<file path="src/rtl/regwb_arbiter_if.sv">
// Write-back arbiter bus: ALU result, load issue/return, decode source lookup and register-file write port.
interface regwb_arbiter_if;
  logic        alu_wr_valid;
  logic [4:0]  alu_wr_reg;
  logic [31:0] alu_wr_value;
  logic        alu_wr_ready;
  logic        load_issue;
  logic [4:0]  load_issue_reg;
  logic        load_issue_ready;
  logic        load_done_valid;
  logic [31:0] load_done_value;
  logic        load_done_ready;
  logic [4:0]  rd_sel1;
  logic [4:0]  rd_sel2;
  logic        hazard;
  logic        fwd_sel1;
  logic        fwd_sel2;
  logic [31:0] fwd_value;
  logic [4:0]  write_register;
  logic [31:0] write_value;

  modport slave (
    input  alu_wr_valid, alu_wr_reg, alu_wr_value,
    output alu_wr_ready,
    input  load_issue, load_issue_reg,
    output load_issue_ready,
    input  load_done_valid, load_done_value,
    output load_done_ready,
    input  rd_sel1, rd_sel2,
    output hazard, fwd_sel1, fwd_sel2, fwd_value,
    output write_register, write_value
  );

  modport master (
    output alu_wr_valid, alu_wr_reg, alu_wr_value,
    input  alu_wr_ready,
    output load_issue, load_issue_reg,
    input  load_issue_ready,
    output load_done_valid, load_done_value,
    input  load_done_ready,
    output rd_sel1, rd_sel2,
    input  hazard, fwd_sel1, fwd_sel2, fwd_value,
    input  write_register, write_value
  );
endinterface

</file>
<file path="src/rtl/regwb_arbiter.sv">
// Register-file write-port arbiter (load beats ALU) with single outstanding-load hazard scoreboard.
// Define REGWB_FWD_EN to forward the write-stage value to decode instead of stalling on it.
module regwb_arbiter (
  input  logic              clk,
  input  logic              rst_n,
  regwb_arbiter_if.slave    bus
);
  localparam int unsigned REG_W  = 5;
  localparam int unsigned DATA_W = 32;

  typedef enum logic [0:0] {IDLE, WAIT} state_t;

  state_t              state_q, state_d;
  logic [REG_W-1:0]    pend_q, pend_d;
  // Stage register number doubles as the valid flag: x0 writes never load the stage.
  logic [REG_W-1:0]    wb_reg_q, wb_reg_d;
  logic [DATA_W-1:0]   wb_value_q, wb_value_d;

  logic wb_valid;
  logic load_accept;
  logic alu_wr_ready_c, load_issue_ready_c, load_done_ready_c;
  logic hazard_c, fwd_sel1_c, fwd_sel2_c;
  logic match_wb1, match_wb2, match_pend1, match_pend2;

  assign wb_valid = (wb_reg_q != '0);

  // State, pending destination and write stage.
  always_ff @(posedge clk or negedge rst_n) begin
    if (!rst_n) begin
      state_q    <= IDLE;
      pend_q     <= '0;
      wb_reg_q   <= '0;
      wb_value_q <= '0;
    end else begin
      state_q    <= state_d;
      pend_q     <= pend_d;
      wb_reg_q   <= wb_reg_d;
      wb_value_q <= wb_value_d;
    end
  end

  // Next state, arbitration and decode hazard.
  always_comb begin
    state_d            = state_q;
    pend_d             = pend_q;
    wb_reg_d           = '0;
    wb_value_d         = wb_value_q;
    load_issue_ready_c = (state_q == IDLE);
    load_done_ready_c  = (state_q == WAIT);
    load_accept        = load_done_ready_c && bus.load_done_valid;
    alu_wr_ready_c     = !load_accept &&
                         !((state_q == WAIT) && (bus.alu_wr_reg == pend_q));

    case (state_q)
      IDLE: begin
        if (bus.load_issue && (bus.load_issue_reg != '0)) begin
          state_d = WAIT;
          pend_d  = bus.load_issue_reg;
        end
      end
      WAIT: begin
        if (load_accept) state_d = IDLE;
      end
      default: state_d = IDLE;
    endcase

    if (load_accept) begin
      wb_reg_d   = pend_q;
      wb_value_d = bus.load_done_value;
    end else if (bus.alu_wr_valid && alu_wr_ready_c && (bus.alu_wr_reg != '0)) begin
      wb_reg_d   = bus.alu_wr_reg;
      wb_value_d = bus.alu_wr_value;
    end

    match_pend1 = (bus.rd_sel1 != '0) && (state_q == WAIT) && (bus.rd_sel1 == pend_q);
    match_pend2 = (bus.rd_sel2 != '0) && (state_q == WAIT) && (bus.rd_sel2 == pend_q);
    match_wb1   = (bus.rd_sel1 != '0) && wb_valid && (bus.rd_sel1 == wb_reg_q);
    match_wb2   = (bus.rd_sel2 != '0) && wb_valid && (bus.rd_sel2 == wb_reg_q);

`ifdef REGWB_FWD_EN
    fwd_sel1_c = match_wb1;
    fwd_sel2_c = match_wb2;
    hazard_c   = match_pend1 || match_pend2;
`else
    fwd_sel1_c = 1'b0;
    fwd_sel2_c = 1'b0;
    hazard_c   = match_pend1 || match_pend2 || match_wb1 || match_wb2;
`endif
  end

  assign bus.alu_wr_ready     = alu_wr_ready_c;
  assign bus.load_issue_ready = load_issue_ready_c;
  assign bus.load_done_ready  = load_done_ready_c;
  assign bus.hazard           = hazard_c;
  assign bus.fwd_sel1         = fwd_sel1_c;
  assign bus.fwd_sel2         = fwd_sel2_c;
  assign bus.write_register   = wb_reg_q;
  assign bus.write_value      = wb_value_q;
`ifdef REGWB_FWD_EN
  assign bus.fwd_value        = wb_value_q;
`else
  assign bus.fwd_value        = '0;
`endif

endmodule

</file>
<file path="src/flat_wrapper.sv">
// flat-port wrapper written by rule: the top's interface ports become plain ports
module regwb_arbiter_flat 
  (clk, rst_n, bus_alu_wr_valid, bus_alu_wr_reg, bus_alu_wr_value, bus_alu_wr_ready, bus_load_issue, bus_load_issue_reg, bus_load_issue_ready, bus_load_done_valid, bus_load_done_value, bus_load_done_ready, bus_rd_sel1, bus_rd_sel2, bus_hazard, bus_fwd_sel1, bus_fwd_sel2, bus_fwd_value, bus_write_register, bus_write_value);
  regwb_arbiter_if bus_i ();
  input  logic clk;
  input  logic rst_n;
  input wire logic [$bits(bus_i.alu_wr_valid)-1:0] bus_alu_wr_valid;
  input wire logic [$bits(bus_i.alu_wr_reg)-1:0] bus_alu_wr_reg;
  input wire logic [$bits(bus_i.alu_wr_value)-1:0] bus_alu_wr_value;
  output wire logic [$bits(bus_i.alu_wr_ready)-1:0] bus_alu_wr_ready;
  input wire logic [$bits(bus_i.load_issue)-1:0] bus_load_issue;
  input wire logic [$bits(bus_i.load_issue_reg)-1:0] bus_load_issue_reg;
  output wire logic [$bits(bus_i.load_issue_ready)-1:0] bus_load_issue_ready;
  input wire logic [$bits(bus_i.load_done_valid)-1:0] bus_load_done_valid;
  input wire logic [$bits(bus_i.load_done_value)-1:0] bus_load_done_value;
  output wire logic [$bits(bus_i.load_done_ready)-1:0] bus_load_done_ready;
  input wire logic [$bits(bus_i.rd_sel1)-1:0] bus_rd_sel1;
  input wire logic [$bits(bus_i.rd_sel2)-1:0] bus_rd_sel2;
  output wire logic [$bits(bus_i.hazard)-1:0] bus_hazard;
  output wire logic [$bits(bus_i.fwd_sel1)-1:0] bus_fwd_sel1;
  output wire logic [$bits(bus_i.fwd_sel2)-1:0] bus_fwd_sel2;
  output wire logic [$bits(bus_i.fwd_value)-1:0] bus_fwd_value;
  output wire logic [$bits(bus_i.write_register)-1:0] bus_write_register;
  output wire logic [$bits(bus_i.write_value)-1:0] bus_write_value;
  assign bus_i.alu_wr_valid = bus_alu_wr_valid;
  assign bus_i.alu_wr_reg = bus_alu_wr_reg;
  assign bus_i.alu_wr_value = bus_alu_wr_value;
  assign bus_alu_wr_ready = bus_i.alu_wr_ready;
  assign bus_i.load_issue = bus_load_issue;
  assign bus_i.load_issue_reg = bus_load_issue_reg;
  assign bus_load_issue_ready = bus_i.load_issue_ready;
  assign bus_i.load_done_valid = bus_load_done_valid;
  assign bus_i.load_done_value = bus_load_done_value;
  assign bus_load_done_ready = bus_i.load_done_ready;
  assign bus_i.rd_sel1 = bus_rd_sel1;
  assign bus_i.rd_sel2 = bus_rd_sel2;
  assign bus_hazard = bus_i.hazard;
  assign bus_fwd_sel1 = bus_i.fwd_sel1;
  assign bus_fwd_sel2 = bus_i.fwd_sel2;
  assign bus_fwd_value = bus_i.fwd_value;
  assign bus_write_register = bus_i.write_register;
  assign bus_write_value = bus_i.write_value;
  regwb_arbiter u_core (.clk(clk), .rst_n(rst_n), .bus(bus_i));
endmodule
</file>
<file path="config.mk">
export PLATFORM = sky130hd
export DESIGN_NAME = regwb_arbiter_flat
export DESIGN_NICKNAME = d
export VERILOG_FILES = /design/src/rtl/regwb_arbiter_if.sv /design/src/rtl/regwb_arbiter.sv /design/src/flat_wrapper.sv
export SDC_FILE = /design/constraint.sdc
export NUM_CORES = 1
export LEC_CHECK = 0
export CORE_UTILIZATION = 25
export CTS_CLUSTER_DIAMETER = 80
export DETAILED_ROUTE_END_ITERATION = 10
export SYNTH_ARGS = -nofsm -noshare
export SYNTH_HDL_FRONTEND = slang
export SYNTH_SLANG_ARGS = --single-unit
</file>
<file path="constraint.sdc">
create_clock -name clk -period 2.4 [get_ports clk]
set_input_delay 0.24 -clock clk [delete_from_list [all_inputs] [get_ports clk]]
set_output_delay 0.24 -clock clk [all_outputs]
set_load 0.01 [all_outputs]
</file>
==> key figures, run 1 <==
Timing
  • Hold Slack: 100 ps
  • Max-slew headroom: 35.3%
  • Clk_skew: 4.19 ps
  • RSZ-0062 raised after global routing: no
  • Crit path time final: 2270 ps
  • Max Slew Vio Count: 0
  • Final Setup Violations: 0
  • Worst-margin pin slew: 971 ps
  • Final TNS setup: 0 ps
  • Hold Vio Cnt, Final: 0
  • Fmax: 441 MHz
  • Period utilization: 94.6%

GRT
  • Largest net degree at the start of global routing: 44
  • Grt ovf: 0
  • First-pass GRT wire length: 13.1 mm
  • Initial antenna violation count: 0
  • Vias in the first global route: 2651
  • Tot GR Track Use: 14.8%

Final layout
  • Cell Count, Final, Fillers Out: 577
  • Total Nets Final: 529
  • Layout cells sized above 1: 6.58%
  • N_diodes: 0
  • Fin util: 39.6%
  • P&R area growth vs syn: 52.9%

Yosys
  • Yosys warnings: 0
  • Top_reg_cell synth: dfrtp_1
  • Number of library cell types mapped by synthesis: 27
  • Gate Count Post-Synth: 313
  • Synth cell count leaders: dfrtp_1 (43), a31oi_1 (35), nor2_1 (35)
  • Asr flop ratio synth: 100%
  • Most frequent cell after synthesis: dfrtp_1
  • Synth area leaders: dfrtp_1 (40%), buf_4 (9.6%), a31oi_1 (8.2%), a21oi_1 (6.0%), o21ai_1 (5.2%)
  • Yosys top cell area share: 40.3%
  • Synth Register Bits: 43
  • Sequential area share after synthesis: 40.3%
  • Syn_area_per_cell: 8.53 um^2
  • Post-synth EDFFs: 0
  • Synth area leader: dfrtp_1
  • Mapped cell area: 2670 um^2

Critical path
  • Worst r2r path cells: 7
  • Worst-path cell chain: xor2_1 > nor4_4 > a31oi_1 > clkdlybuf4s50_1
  • Slowest CP cell: clkdlybuf4s50_1
  • Buffers & Inverters on Critical Path: 1
  • Worst Path Required: 2160 ps
  • Startpoint types: flip-flop
  • Cell family with most CP delay: buffers and inverters
  • CP max FO: 5
  • Setup crit end kind: primary output
  • CP Class: reg -> out
  • Origin of the critical flop-to-flop path: u_core.pend_q[0]
  • RR Endpoint: u_core.bus.write_value[13]
  • WP data arrival: 2030 ps
  • Setup slack, reg-to-reg: 410 ps
  • Crit-path max cell delay: 520 ps

Detailed routing
  • Vias/cell: 4.54
  • Detailed-route via count: 2618
  • Drt first pass iters: 4
  • Number of remaining DRC errors: 0
  • Detailed router's first-iteration violation count: 91
  • DRT antenna net count: 0
  • WL/cell: 13.8 um
  • Routed wire length: 7.96 mm

Place
  • RD Place Congestion: 0.886
  • Number of placed cells counting well taps: 568
  • I/O Buffers: 129
  • DP HPWL: 5.80 mm

Clock tree
  • Clock Sinks: 43
  • Clk_lat worst skew: 290 ps
  • Maximum clock insertion buffer count: 2
  • Num CTS Buffers: 5
  • TritonCTS clock tree: built
  • H-tree lvl count: 2
  • Reg clk slew, reported paths: 90 ps
  • Cts hold-fix bufs: 0
  • Root buf cell: clkbuf_8

Power and ir drop
  • Net Sw Frac: 31.3%
  • Clock Power Share: 24.0%
  • Peak supply drop: 0.231 mV
  • Pint: 1700 uW
  • Pwr dens: 606 nW/um^2
  • Leak pwr: 0.00169 uW
  • Total Power: 2470 uW
  • Power share of the combinational group: 36.8%
  • Sequential power share: 39.2%
  • Net Switching: 774 uW

Floorplanning
  • Core Area: 10300 um^2
  • Die area: 11100 um^2
  • Std cell rows: 37
  • Die Y: 105 um
  • # IOs: 164
  • Die X: 105 um
  • Initial Utilization: 25.9%

Run status
  • Run status: completed

Min path
  • Hold crit path type: in -> async

Run
  • Maximum Capacitance Violations: 0
-- metrics by stage --
| step | instance area [um^2] | worst slack, ps |
|---|---|---|
| finish | 4090 | 130 |
| global route | 4090 | 43.2 |
| floorplan | 2800 | 678 |
| CTS | 4080 | 32.4 |
| global placement | 3960 | 52.8 |
| detailed placement | 3960 | 51.3 |
-- power by group through the flow --
stage / registers [uW] / logic [uW] / clock network [uW]
floorplan: 988 / 457 / 0
global placement: 981 / 912 / 0
detailed placement: 985 / 914 / 0
CTS: 973 / 917 / 622
global route: 993 / 997 / 654
finish: 969 / 912 / 594
-- worst max path at each step --
stage                          start                    endpoint  slack (ps)  cells past startpoint
floorplan           u_core.pend_q[2]  u_core.bus.write_value[11]         680                      7
global placement      bus_rd_sel2[0]                  bus_hazard          50                      7
detailed placement    bus_rd_sel2[0]                  bus_hazard          50                      7
CTS                 u_core.pend_q[2]            bus_alu_wr_ready          30                      4
global route        u_core.pend_q[0]            bus_alu_wr_ready          40                      4
finish              u_core.pend_q[0]            bus_alu_wr_ready         130                      4
-- placed cells by master, fill, tap and decap left out --
cell type / count
xor2_1: 14
nor4_1: 4
a31o_4: 1
xnor2_1: 11
and2_1: 2
o21ai_1: 28
a22o_1: 1
clkbuf_8: 6
buf_4: 17
nand3_1: 5
nor2b_1: 1
dlymetal6s2s_1: 1
a21oi_1: 32
o21ai_0: 9
conb_1: 34
clkdlybuf4s50_1: 127
buf_2: 1
a31oi_4: 1
or4_1: 3
inv_1: 2
nor4_4: 1
a31oi_1: 35
nor2_1: 35
nand2_1: 24
nor3_1: 1
bufinv_16: 1
dfrtp_1: 43
clkinv_2: 1
-- state kept, by name, indices dropped and copies added (netlist names) --
| signal | cells |
|---|---|
| u_core.pend_q | 5 |
| u_core.bus.write_value | 32 |
| u_core.bus.load_done_ready | 1 |
| u_core.bus.write_register | 5 |
-- metal layers --
layer,track usage [%],vias up,share of wire (%)
met5,0,-,0
met4,4.12,0,1.3
met3,3.77,10,7.5
met2,25.3,118,47
met1,18.5,1219,44
li1,-,1271,-
-- kinds of logic after synthesis --
family,count (synthesis),synth area share [%]
flip-flops,43,40.3
AO/OA/AOI/OAI,107,22.9
AND/OR/NAND/NOR,76,12.7
XOR/XNOR,25,8.20
other,1,0.140
buffers and inverters,61,15.8
-- cell type report --
| cell class | instances | area, um^2 |
|---|---|---|
| well taps | 136 | 170 |
| clock inverters | 2 | 35.0 |
| fillers | 1037 | 6240 |
| multi-input cells | 242 | 1300 |
| clock buffers | 6 | 82.6 |
| repair buffers | 146 | 1420 |
| inverters | 2 | 7.51 |
| flip-flops and latches | 43 | 1080 |
-- what timing repair did --
action,4_1_cts,5_1_grt
resized for setup,0,1
endpoints found under the setup margin,0,2
setup buffers,0,1
Power figures use the tool's default switching activity.
==> run 2, diff against run 1 <==
ABC_AREA = 0   (was default)
==> results of run 2 <==
Same layout as run 1: the final DEF is identical, and so are final timing and power.
==> run 3, diff against run 2 <==
ABC_CLOCK_PERIOD_IN_PS = 2400   (was default)
SLEW_MARGIN = 20   (was default)
==> key figures, run 3 (synthesis gave the netlist of run 1 again) <==
GRT
  • First-pass GRT wire length: 13.1 mm (unchanged)
  • Tot GR Track Use: 14.8% (unchanged)
  • Largest net degree at the start of global routing: 44 (unchanged)
  • Initial antenna violation count: 0 (unchanged)
  • Grt ovf: 0 (unchanged)
  • Vias in the first global route: 2651 (unchanged)

Critical path
  • Slowest CP cell: clkdlybuf4s50_1
  • CP max FO: 5 (unchanged)
  • Startpoint types: flip-flop
  • Worst-path cell chain: xor2_1 > nor4_4 > a31oi_1 > clkdlybuf4s50_1
  • Worst Path Required: 2160 ps (about the same)
  • Crit path from: u_core.pend_q[0]
  • Setup crit end kind: primary output
  • WP data arrival: 2030 ps (about the same)
  • Cell family with most CP delay: buffers and inverters
  • Origin of the critical flop-to-flop path: u_core.pend_q[0]
  • Crit-path max cell delay: 520 ps (about the same)
  • CP Class: reg -> out
  • Buffers & Inverters on Critical Path: 1 (unchanged)

Timing
  • Clk_skew: 4.26 ps (+0.0681 ps)
  • Max-slew headroom: 62.7% (+27 points)
  • Period utilization: 94.5% (about the same)
  • Crit path time final: 2270 ps (-1.36 ps)
  • Final TNS setup: 0 ps (unchanged)
  • Fmax: 441 MHz (about the same)
  • Hold Slack: 481 ps (+381 ps)
  • Worst-margin pin slew: 559 ps (-412 ps)
  • Max Slew Vio Count: 0 (unchanged)
  • Hold Vio Cnt, Final: 0 (unchanged)
  • RSZ-0062 raised after global routing: no
  • Final Setup Violations: 0 (unchanged)

Power and ir drop
  • Peak supply drop: 0.249 mV (+7.5%)
  • Pint: 1700 uW (about the same)
  • Pwr dens: 605 nW/um^2 (-0.20%)
  • Power share of the combinational group: 36.9% (about the same)
  • Net Switching: 775 uW (+0.13%)
  • Leak pwr: 0.00169 uW (+0.30%)
  • Sequential power share: 39.1% (about the same)
  • Net Sw Frac: 31.3% (about the same)
  • Clock Power Share: 24.0% (about the same)

Clock tree
  • TritonCTS clock tree: built
  • Reg clk slew, reported paths: 90 ps (about the same)
  • Maximum clock insertion buffer count: 2 (unchanged)
  • Clock Sinks: 43 (unchanged)
  • Root buf cell: clkbuf_8
  • Clk_lat worst skew: 290 ps (about the same)
  • Num CTS Buffers: 5 (unchanged)
  • H-tree lvl count: 2 (unchanged)

Floorplanning
  • Die X: 105 um (unchanged)
  • Die Y: 105 um (unchanged)
  • Initial Utilization: 25.9% (unchanged)
  • Std cell rows: 37 (unchanged)
  • # IOs: 164 (unchanged)
  • Core Area: 10300 um^2 (unchanged)
  • Die area: 11100 um^2 (unchanged)

Detailed routing
  • Detailed-route via count: 2617 (-0.038%)
  • Vias/cell: 4.53 (-0.21%)
  • Detailed router's first-iteration violation count: 80 (-12%)
  • Drt first pass iters: 4 (unchanged)
  • Number of remaining DRC errors: 0 (unchanged)
  • Routed wire length: 7.96 mm (about the same)
  • WL/cell: 13.8 um (-0.16%)
  • DRT antenna net count: 0 (unchanged)

Final layout
  • Layout cells sized above 1: 6.56% (-0.015 points)
  • N_diodes: 0 (unchanged)
  • Most frequent cells in the layout: clkdlybuf4s50_1 (127), dfrtp_1 (43), a31oi_1 (35), nor2_1 (35), conb_1 (34)
  • Most common cell after layout, fill and taps aside: clkdlybuf4s50_1
  • Max FFs per register: 32 (unchanged)
  • P&R area growth vs syn: 53.4%
  • Total Nets Final: 530 (+0.19%)

Run
  • Maximum Capacitance Violations: 0 (unchanged)

Place
  • DP HPWL: 5.80 mm (unchanged)
  • I/O Buffers: 129 (unchanged)
  • RD Place Congestion: 0.886 (unchanged)

Run status
  • Run status: completed

Min path
  • Hold crit path type: in -> async
-- run 3: cell types whose count changed in the layout (fill, tap and decap cells not counted), sizes merged --
cell / change
dlygate4sd3: +1
-- run 3: layout make-up --
| cell class | instances | area (um^2) |
|---|---|---|
| fill | 1034 | 6230 |
| multi-input combinational | 242 | 1300 |
| clock inverter | 2 | 35.0 |
| sequential | 43 | 1080 |
| clock buffer | 6 | 82.6 |
| tap | 136 | 170 |
| inverter | 2 | 7.51 |
| timing repair buffer | 147 | 1430 |
-- run 3: metal layers --
metal | vias up | track usage [%] | wire length, um
met5 | - | 0 | 0
met4 | 0 | 4.12 | 102
met3 | 10 | 3.77 | 576
met2 | 112 | 25.3 | 3820
met1 | 1220 | 18.5 | 3470
li1 | 1275 | - | -
-- run 3: power groups by stage --
stage                     Combinational (uW)  Sequential, uW  Clock (uW)
after global placement                   912             981           0
final                                    914             969         595
after floorplan                          457             988           0
after detailed placement                 914             985           0
after CTS                                917             973         622
after global routing                     999             993         654
-- run 3: worst reg2reg max path, delay by kind of cell (launching register included) --
family,cells,cell delay [ps]
AOI/OAI and AO/OA,3,390
xor gates and xnor gates,1,220
and+or+nand+nor,1,380
buffers and inverters,2,410
DFF,1,470
-- run 3: through the flow --
step	instance area, um^2	setup WS, ps	util (%)	power (uW)	std cells
after CTS	4080	32.4	39.5	2510	576
after detailed placement	3960	51.3	38.3	1900	568
after global routing	4100	43.2	39.7	2650	578
after global placement	3960	52.8	38.3	1890	568
after floorplan	2800	678	-	1450	346
final	4100	132	39.7	2480	578
-- run 3: final timing paths --
| path | slack (ps) | end | depth (start not counted) |
|---|---|---|---|
| max in group asynchronous | 1530 | u_core.bus.write_value[2] | 2 |
| min in group clk | 500 | u_core.pend_q[0] | 3 |
| setup / recovery | 130 | bus_alu_wr_ready | 4 |
| hold reg to reg | 540 | u_core.bus.write_value[23] | 2 |
| setup reg to reg | 410 | u_core.bus.write_value[13] | 7 |
| hold / removal | 480 | u_core.bus.write_value[16] | 2 |
-- run 3: repair_timing --
item | 4_1_cts | 5_1_grt
hold buffers | 0 | 1
endpoints found under the setup margin | 0 | 2
endpoints found under the hold margin | 0 | 43
buffers inserted | 0 | 1
gates resized for setup | 0 | 1
